--- src/rtl/bgr_scan_pkg.sv ---
// Shared types and helpers for the BGR scan controller.
// Auto-scan is enabled by defining BGR_SCAN_AUTO_EN.
package bgr_scan_pkg;

   typedef enum logic [1:0] {
      IDLE   = 2'd0,
      BREAK  = 2'd1,
      SETTLE = 2'd2,
      PULSE  = 2'd3
   } state_t;

   localparam logic OP_SELECT  = 1'b0;
   localparam logic OP_STARTUP = 1'b1;

   // The timer is loaded with (cycles - 1), so the largest cycle count fits
   function automatic int cnt_w(input int a, input int b, input int c);
      int m;
      m = (a > b) ? a : b;
      m = (m > c) ? m : c;
      return (m <= 1) ? 1 : $clog2(m);
   endfunction

endpackage

--- src/rtl/bgr_scan_timer.sv ---
// Loadable down-counter with a zero flag, shared by all timed states.
module bgr_scan_timer #(
   parameter int W = 4
) (
   input  logic         clk,
   input  logic         rst,
   input  logic         i_load,
   input  logic [W-1:0] i_val,
   output logic         o_zero
);

   logic [W-1:0] r_cnt;

   always_ff @(posedge clk or posedge rst) begin
      if (rst) begin
         r_cnt <= '0;
      end else if (i_load) begin
         r_cnt <= i_val;
      end else if (r_cnt != '0) begin
         r_cnt <= r_cnt - 1'b1;
      end
   end

   assign o_zero = (r_cnt == '0);

endmodule

--- src/rtl/bgr_scan_ctrl.sv ---
// Break-before-make select/switch and startup-pulse sequencer for the BGR array.
// Optional autonomous scan on channel 0 when BGR_SCAN_AUTO_EN is defined.
module bgr_scan_ctrl
   import bgr_scan_pkg::*;
#(
   parameter int N_BGR      = 32,
   parameter int NUM_CH     = 3,
   parameter int BREAK_CYC  = 4,
   parameter int SETTLE_CYC = 8,
   parameter int PORST_CYC  = 16,
   parameter int DWELL_CYC  = 1024,
   localparam int SEL_W     = $clog2(N_BGR),
   localparam int CH_W      = (NUM_CH > 1) ? $clog2(NUM_CH) : 1
) (
   input  logic                    clk,
   input  logic                    rst,
   input  logic                    cmd_valid,
   output logic                    cmd_ready,
   input  logic                    cmd_op,
   input  logic [CH_W-1:0]         cmd_ch,
   input  logic [SEL_W-1:0]        cmd_idx,
   output logic                    done,
   output logic                    err,
   output logic [N_BGR-1:0]        porst,
   output logic [NUM_CH*SEL_W-1:0] s_sel,
   output logic [NUM_CH-1:0]       decoder_en,
   output logic [NUM_CH-1:0]       switch_en,
`ifdef BGR_SCAN_AUTO_EN
   input  logic                    auto_en,
`endif
   output logic                    busy
);

   localparam int CW = cnt_w(BREAK_CYC, SETTLE_CYC, PORST_CYC);
   localparam logic [SEL_W:0] NB = (SEL_W+1)'(N_BGR);
   localparam logic [CH_W:0]  NC = (CH_W+1)'(NUM_CH);

   state_t r_state, w_state_nxt;
   logic [CH_W-1:0]         r_ch;
   logic [SEL_W-1:0]        r_idx;
   logic [N_BGR-1:0]        r_porst, w_porst_nxt;
   logic [NUM_CH*SEL_W-1:0] r_sel, w_sel_nxt;
   logic [NUM_CH-1:0]       r_dec, w_dec_nxt;
   logic [NUM_CH-1:0]       r_sw, w_sw_nxt;
   logic                    r_done, w_done_nxt;
   logic                    r_err, w_err_nxt;
   logic                    w_load, w_zero, w_lat;
   logic [CW-1:0]           w_load_val;
   logic                    w_auto, w_go, w_go_op, w_bad;
   logic [CH_W-1:0]         w_go_ch;
   logic [SEL_W-1:0]        w_go_idx, w_auto_idx;

`ifdef BGR_SCAN_AUTO_EN
   localparam int IW = $clog2(DWELL_CYC + 1);
   logic [IW-1:0]    r_idle;
   logic [SEL_W-1:0] w_sel0;

   assign w_sel0     = r_sel[SEL_W-1:0];
   assign w_auto_idx = (w_sel0 == SEL_W'(N_BGR - 1)) ? '0 : w_sel0 + 1'b1;
   assign w_auto     = (r_state == IDLE) && auto_en && !cmd_valid &&
                       (r_idle == IW'(DWELL_CYC - 1));

   // External commands and busy time both restart the dwell
   always_ff @(posedge clk or posedge rst) begin
      if (rst) begin
         r_idle <= '0;
      end else if (r_state != IDLE || !auto_en || cmd_valid || w_auto) begin
         r_idle <= '0;
      end else begin
         r_idle <= r_idle + 1'b1;
      end
   end
`else
   assign w_auto     = 1'b0;
   assign w_auto_idx = '0;
`endif

   assign w_go     = (cmd_valid | w_auto) && (r_state == IDLE);
   assign w_go_op  = cmd_valid ? cmd_op  : OP_SELECT;
   assign w_go_ch  = cmd_valid ? cmd_ch  : '0;
   assign w_go_idx = cmd_valid ? cmd_idx : w_auto_idx;
   assign w_bad    = ({1'b0, w_go_idx} >= NB) ||
                     (w_go_op == OP_SELECT && {1'b0, w_go_ch} >= NC);

   always_comb begin
      w_state_nxt = r_state;
      w_porst_nxt = r_porst;
      w_sel_nxt   = r_sel;
      w_dec_nxt   = r_dec;
      w_sw_nxt    = r_sw;
      w_done_nxt  = 1'b0;
      w_err_nxt   = 1'b0;
      w_load      = 1'b0;
      w_load_val  = '0;
      w_lat       = 1'b0;
      unique case (r_state)
         IDLE: begin
            if (w_go) begin
               if (w_bad) begin
                  w_err_nxt = 1'b1;
               end else if (w_go_op == OP_SELECT) begin
                  w_state_nxt        = BREAK;
                  w_sw_nxt[w_go_ch]  = 1'b0;
                  w_dec_nxt[w_go_ch] = 1'b0;
                  w_load             = 1'b1;
                  w_load_val         = CW'(BREAK_CYC - 1);
                  w_lat              = 1'b1;
               end else begin
                  w_state_nxt           = PULSE;
                  w_porst_nxt[w_go_idx] = 1'b1;
                  w_load                = 1'b1;
                  w_load_val            = CW'(PORST_CYC - 1);
                  w_lat                 = 1'b1;
               end
            end
         end
         BREAK: begin
            if (w_zero) begin
               w_state_nxt                    = SETTLE;
               w_sel_nxt[r_ch*SEL_W +: SEL_W] = r_idx;
               w_dec_nxt[r_ch]                = 1'b1;
               w_load                         = 1'b1;
               w_load_val                     = CW'(SETTLE_CYC - 1);
            end
         end
         SETTLE: begin
            if (w_zero) begin
               w_state_nxt    = IDLE;
               w_sw_nxt[r_ch] = 1'b1;
               w_done_nxt     = 1'b1;
            end
         end
         PULSE: begin
            if (w_zero) begin
               w_state_nxt = IDLE;
               w_porst_nxt = '0;
               w_done_nxt  = 1'b1;
            end
         end
         default: w_state_nxt = IDLE;
      endcase
   end

   always_ff @(posedge clk or posedge rst) begin
      if (rst) begin
         r_state <= IDLE;
         r_ch    <= '0;
         r_idx   <= '0;
         r_porst <= '0;
         r_sel   <= '0;
         r_dec   <= '0;
         r_sw    <= '0;
         r_done  <= 1'b0;
         r_err   <= 1'b0;
      end else begin
         r_state <= w_state_nxt;
         r_porst <= w_porst_nxt;
         r_sel   <= w_sel_nxt;
         r_dec   <= w_dec_nxt;
         r_sw    <= w_sw_nxt;
         r_done  <= w_done_nxt;
         r_err   <= w_err_nxt;
         if (w_lat) begin
            r_ch  <= w_go_ch;
            r_idx <= w_go_idx;
         end
      end
   end

   bgr_scan_timer #(
      .W (CW)
   ) u_timer (
      .clk    (clk),
      .rst    (rst),
      .i_load (w_load),
      .i_val  (w_load_val),
      .o_zero (w_zero)
   );

   assign cmd_ready  = (r_state == IDLE);
   assign busy       = (r_state != IDLE);
   assign done       = r_done;
   assign err        = r_err;
   assign porst      = r_porst;
   assign s_sel      = r_sel;
   assign decoder_en = r_dec;
   assign switch_en  = r_sw;

endmodule

--- config.mk ---
export PLATFORM = sky130hd
export DESIGN_NAME = bgr_scan_ctrl
export DESIGN_NICKNAME = d
export VERILOG_FILES = /design/src/rtl/bgr_scan_pkg.sv /design/src/rtl/bgr_scan_timer.sv /design/src/rtl/bgr_scan_ctrl.sv
export SDC_FILE = /design/constraint.sdc
export NUM_CORES = 1
export LEC_CHECK = 0
export CAP_MARGIN = 20
export CELL_PAD_IN_SITES_DETAIL_PLACEMENT = 1
export CELL_PAD_IN_SITES_GLOBAL_PLACEMENT = 1
export CORE_MARGIN = 10
export CORE_UTILIZATION = 26
export DETAILED_ROUTE_END_ITERATION = 6
export GPL_ROUTABILITY_DRIVEN = 1
export HOLD_SLACK_MARGIN = 0.02
export PLACE_DENSITY = 0.58
export SLEW_MARGIN = 30
export SYNTH_ARGS = -nofsm -noshare
export SYNTH_HDL_FRONTEND = slang
export SYNTH_HIERARCHICAL = 1
export SYNTH_SLANG_ARGS = --single-unit
--- constraint.sdc ---
create_clock -name clk -period 2.4 [get_ports clk]
set_input_delay 0.48 -clock clk [delete_from_list [all_inputs] [get_ports clk]]
set_output_delay 0.48 -clock clk [all_outputs]
set_load 0.01 [all_outputs]
# == Word level (Yosys, flattened, before mapping) ==
# Cells that the tools add are included.
# word_totals
romBits,0
ram_bits,0
latchBits,0
memories,0
regBits,68
# op_classes
reduce_logical,19
eq_ne,11
div,0
bitwise,7
shifts,2
n_addsub,2
mul,1
order_cmp,7
mux,47
# op_table
op,n
two-way mux 32 bit,4
case mux 32 bit (2 select lines),1
negator 5 -> 34 bit,1
"variable shift 5 x 34 -> 15 bit, first input constant",1
indexed part select 5 x 34 -> 15 bit,1
OR 32 bit,1
two-way mux 3 bit,9
two-way mux 4 bit,5
bitwise mux 15 bit,1
AND reduction 5 bit,3
two-way mux 1 bit,12
two-way mux 2 bit,6
"inequality test 2 x 1 -> 1 bit, second input constant",6
case mux 3 bit (2 select lines),2
nonzero test 2 bit,5
case mux 4 bit (2 select lines),1
bitwise AND 3 bit,2
"< comparator 2 x 3 -> 1 bit, second input constant",2
"< comparator 5 x 6 -> 1 bit, second input constant",1
OR 3 bit,2
case mux 2 bit (3 select lines),1
demux 1 bit (select 5 bit),1
"greater-or-equal comparator 5 x 1 -> 1 bit, second input constant",1
logical AND 1 bit,5
other kinds (18),22

# == Depth between registers and ports, before layout ==
# depth
word_depth,11
mapped_depth,9
depth_no_buf,7

# == By module ==
# Netlist, hierarchy kept.
# by_module_without_submodules
module,seq_area_each_um2,cells_per_inst,area_each_um2,n_inst
bgr_scan_ctrl,1601.5,263,2758.9,1
bgr_scan_timer,100.1,23,236.5,1

# == Worst setup path before layout ==
# Ideal clock, no wire load.
# synth_path
path_kind,reg-to-reg
from,register u_timer.r_cnt[0]
to,register u_timer.r_cnt[3]
required_ps,2274
setup_ps,126
path_buffers,2
setup_slack_ps,227
period_less_slack_ps,2173
arrival_time_ps,2047
path_stages_with_launch,10
cell_sequence,dfrtp_1 -> inv_1 -> ha_1 -> nor3b_4 -> buf_2 -> nand2_1 -> a211oi_1 -> clkbuf_1 -> nor3_1 -> a221o_1
# synth_via
elab_chain_len,4
word_cells_on_any_way,8
# synth_rtl
item,line,rtl
from (decl),bgr_scan_timer.sv:12,logic [W-1:0] r_cnt;
from (signal assigned),bgr_scan_timer.sv:18,r_cnt <= i_val;
from (signal assigned),bgr_scan_timer.sv:20,r_cnt <= r_cnt - 1'b1;
zero test 4 bit (*),bgr_scan_timer.sv:24,assign o_zero = (r_cnt == '0);
via w_zero,bgr_scan_ctrl.sv:47,"logic w_load, w_zero, w_lat;"
two-way mux 1 bit (*),bgr_scan_ctrl.sv:118,if (w_zero) begin
case mux 1 bit (2 select lines) (*),bgr_scan_ctrl.sv:96,unique case (r_state)
via w_load,bgr_scan_ctrl.sv:47,
two-way mux 4 bit or nonzero test 2 bit (tied branches),--,
# The timed path passes the listed nets; every way through them passes the cells marked *. The select of a mux whose other input is x is not followed.
# A chain may end at the register's enable or synchronous reset.

# == Final worst setup path ==
# layout_path
from,register r_state[0]
to,output port cmd_ready
# layout_via
elab_chain_len,1
# layout_rtl
item,line,rtl
from (decl),bgr_scan_ctrl.sv:38,"state_t r_state, w_state_nxt;"
from (signal assigned),bgr_scan_ctrl.sv:156,r_state <= w_state_nxt;
zero test 2 bit,bgr_scan_ctrl.sv:180,assign cmd_ready = (r_state == IDLE);
to (decl),bgr_scan_ctrl.sv:18,"output logic cmd_ready,"
# Every way passes these cells.

==> reports/metrics.csv <==
stage;metric;value;unit
placement;dp.cells;495;
cells_and_area;final_cell_mix;sky130_fd_sc_hd__dfrtp_1 (68), sky130_fd_sc_hd__clkdlybuf4s50_1 (67), sky130_fd_sc_hd__nand2_1 (41), sky130_fd_sc_hd__nor2_1 (29), sky130_fd_sc_hd__a21oi_1 (27);
routing;drt-initial-drc-count;132;
clocking;post_cts_hold_buffer_count;0;
setup_path;cp.required;1.92;ns
global_routing;grt_overflow_total;0;
cells_and_area;post_layout_nonfiller_instances;511;
clocking;cts_inserted_buffers;9;
routing;vias_per_cell;4.687;
setup_path;reg2reg_from;r_ch[0];
setup_path;cp_slowest_stage_delay;0.59;ns
setup_path;cp-startpoint;r_state[0];
setup_path;critical_path.cell_chain;nor2_1 -> clkdlybuf4s50_1;
routing;wire_per_inst;16.86;um
clocking;cts.repair_timing.setup_buffer_count;0;
setup_path;crit_path_end;cmd_ready;
clocking;total_number_of_clock_tree_sinks;68;
routing;routed_wirelength;8616;um
sta;clock_skew;0.004771;ns
placement;gp_congestion;0.7602;
setup_path;crit_family;buffers and inverters;
sta;headroom_to_the_max_slew_limit;59.48;%
worst_hold_path;timing.hold.worst.class;in -> async;
die;rows;39;
die;core_region_area;11370;um^2
global_routing;grtUsageTotal;10.97;%
clocking;cts_repair_resize_count;0;
cells_and_area;finish.utilization;36.57;%
setup_path;r2r_path_end;s_sel[2];
setup_path;setup_slack_reg_to_reg;0.43;ns
die;die_height;127.3;um
sta;period_minus_slack;2.178;ns
setup_path;cp_max_fo;11;
die;dieArea;16210;um^2
power;power.internal;2.932;mW
synth;count_of_cell_types_in_the_netlist;37;
setup_path;path_class;reg -> out;
synth;yosysWarnings;6;
clocking;clock_tree_from_tritoncts;done;
clocking;clock_tree.root_cell;sky130_fd_sc_hd__clkbuf_16;
placement;dp_hpwl;6431;um
global_routing;grt_pass1_vias;2593;
sta;smallest_setup_slack_after_layout;0.2221;ns
sta;setup_repair_after_global_routing_missed_its_margin;false;
setup_path;crit_path_end_kind;primary output;
power;power.share.sequential;38.1;%
placement;pre_cts_slack;0.1804;ns
sta;number_of_slew_limit_violations_in_the_final_report;0;
power;swShare;32.98;%
power;power.static_leakage;1.801;nW
run;max_cap_viol_count;0;
routing;via_count;2395;
clocking;cts.clk_slew.worst_paths;0.06;ns
cells_and_area;layout_commonest_cell;sky130_fd_sc_hd__dfrtp_1;
die;start_util;26.35;%
die;die_w;127.3;um
clocking;cts.path.max_buffers;2;
power;combinationalPowerShare;33.1;%
sta;fmax;459.2;MHz
setup_path;slowest_stage;sky130_fd_sc_hd__clkdlybuf4s50_1;
clocking;h-tree-depth;3;
cells_and_area;insertedDiodeCount;0;
power;power_switching;1.443;mW
power;power.clock.fraction;28.8;%
setup_path;worstRegToRegCells;5;
die;top_level_ports;68;
global_routing;grt_first_pass_wirelength;14100;um
power;power.density_cell_area;1052;nW/um^2
routing;detail-route-antenna-nets;0;
cells_and_area;synthToLayoutAreaGrowth;38.81;%
sta;final-setup-viol-count;0;
setup_path;critical_path_cell_count;2;
sta;worstMarginPinSlew;0.6031;ns
sta;finalHoldViolCount;0;
cells_and_area;design.final.nets;381;
global_routing;grt_max_degree;33;
synth;synthesis.area;2995;um^2
setup_path;kind_of_start_point_of_the_critical_path;flop;
cells_and_area;drive_above_1_share;11.68;%
routing;dr.pass1.iters;4;
setup_path;cp.buffers_inverters;1;
clocking;worstSkewPairLatency;0.33;ns
synth;synth.avg_cell_area;10.47;um^2
setup_path;data_arrival_time_of_the_worst_path;1.70;ns
global_routing;grt_antenna_before_repair;0;
synth;synth_seq_cells;68;
synth;synthesis.instances;286;
synth;seq_area_frac_synth;56.81;%
sta;finalCritPeriodShare;90.74;%
placement;port_buffers;67;
sta;setup_tns;0;ns
status;status;finished, final reports clean;
routing;drc;0;
synth;synth.net_count;304;
power;vdd.ir_drop.worst;436.8;uV
[registers in the layout, indices dropped and copies added (netlist names)]
name and flops:
decoder_en 3, done 1, err 1, porst 32
r_ch 2, r_idx 5, r_state 2, s_sel 15
switch_en 3, u_timer/r_cnt 4
[worst min path at each step]
stage	start	end	slack, ns	cells after the start
2_1_floorplan	rst	u_timer/r_cnt[0]	0.25	1
3_5_place_dp	s_sel[14]	s_sel[14]	0.47	2
6_report	rst	u_timer/r_cnt[2]	0.40	2
3_3_place_gp	s_sel[10]	s_sel[10]	0.46	2
4_1_cts	rst	u_timer/r_cnt[2]	0.40	2
5_1_grt	rst	u_timer/r_cnt[3]	0.43	2
[cell usage after synthesis (all sizes together)]
master   count  area, um^2
a221o        2       20.02
nor2        29       108.9
nor2b        1       6.260
mux2i        1       10.01
nand2       41       153.9
a21oi       27       135.1
xnor2        1       8.760
buf          8       48.80
o211ai       3       22.52
mux2         7       78.83
nand4        2       12.51
and3         3       18.77
a21o         1       7.510
dfrtp       68        1702
nand2b       4       25.02
inv         10       37.54
nand4bb      1       27.53
o21ai       21       108.9
nand3        8       45.04
ha           7       87.58
nor3b        5       65.06
o31ai        3       27.52
and3b        1       8.760
a22o        16       140.1
nor3         6       35.03
and2         2       12.51
a211oi       1       7.510
o21a         2       15.01
clkbuf       5       18.77
[kinds of logic after synthesis]
family | after synthesis | share of synthesized area (%)
buffers and inverters | 23 | 3.509
AOI/OAI and AO/OA | 76 | 16.17
xor gates and xnor gates | 1 | 0.2925
and+or+nand+nor | 103 | 17.33
muxes | 8 | 2.966
DFF | 68 | 56.81
adders and majority gates | 7 | 2.924
[power by group through the flow]
stage	logic [mW]	registers (mW)	clock network (mW)
5_1_grt	1.61	1.71	1.36
3_5_place_dp	1.48	1.69	0
4_1_cts	1.48	1.68	1.30
2_1_floorplan	0.789	1.69	0
6_report	1.45	1.67	1.26
3_3_place_gp	1.44	1.69	0
[through the flow]
step	instance area [um^2]	hold WS, ns	total power, mW
after floorplan	2995	0.2461	2.476
after global placement	3867	0.4640	3.130
after detailed placement	3867	0.4738	3.166
after CTS	4158	0.3984	4.457
after global routing	4158	0.4254	4.682
final	4158	0.4005	4.375
[per-layer routing]
metal  GRT usage, %  wire length (um)  share of wire (%)  vias to the layer above
met2          17.29              4175                 48                       51
met4          5.626               181                2.1                        0
met5              0                 0                  0                        -
met1          13.33              3737                 43                     1182
met3          3.184               521                6.0                       13
li1               -                 -                  -                     1149
[cell type report]
class / instances / area, um^2
Inverter: 10 / 37.54
Clock buffer: 13 / 270.3
Fill cell: 1286 / 7212
Clock inverter: 3 / 20.02
Timing Repair Buffer: 79 / 760.7
Multi-Input combinational cell: 195 / 1189
Sequential cell: 68 / 1702
Tap cell: 143 / 178.9
[worst register-to-register path, delay by kind of cell, from the launching register on]
family          cells  cell delay (ns)
buf+inv             1             0.20
flops               1             0.49
compound gates      1             0.16
fa+ha+maj           1             0.43
simple gates        2             0.61
(Power assumes the default switching activity.)
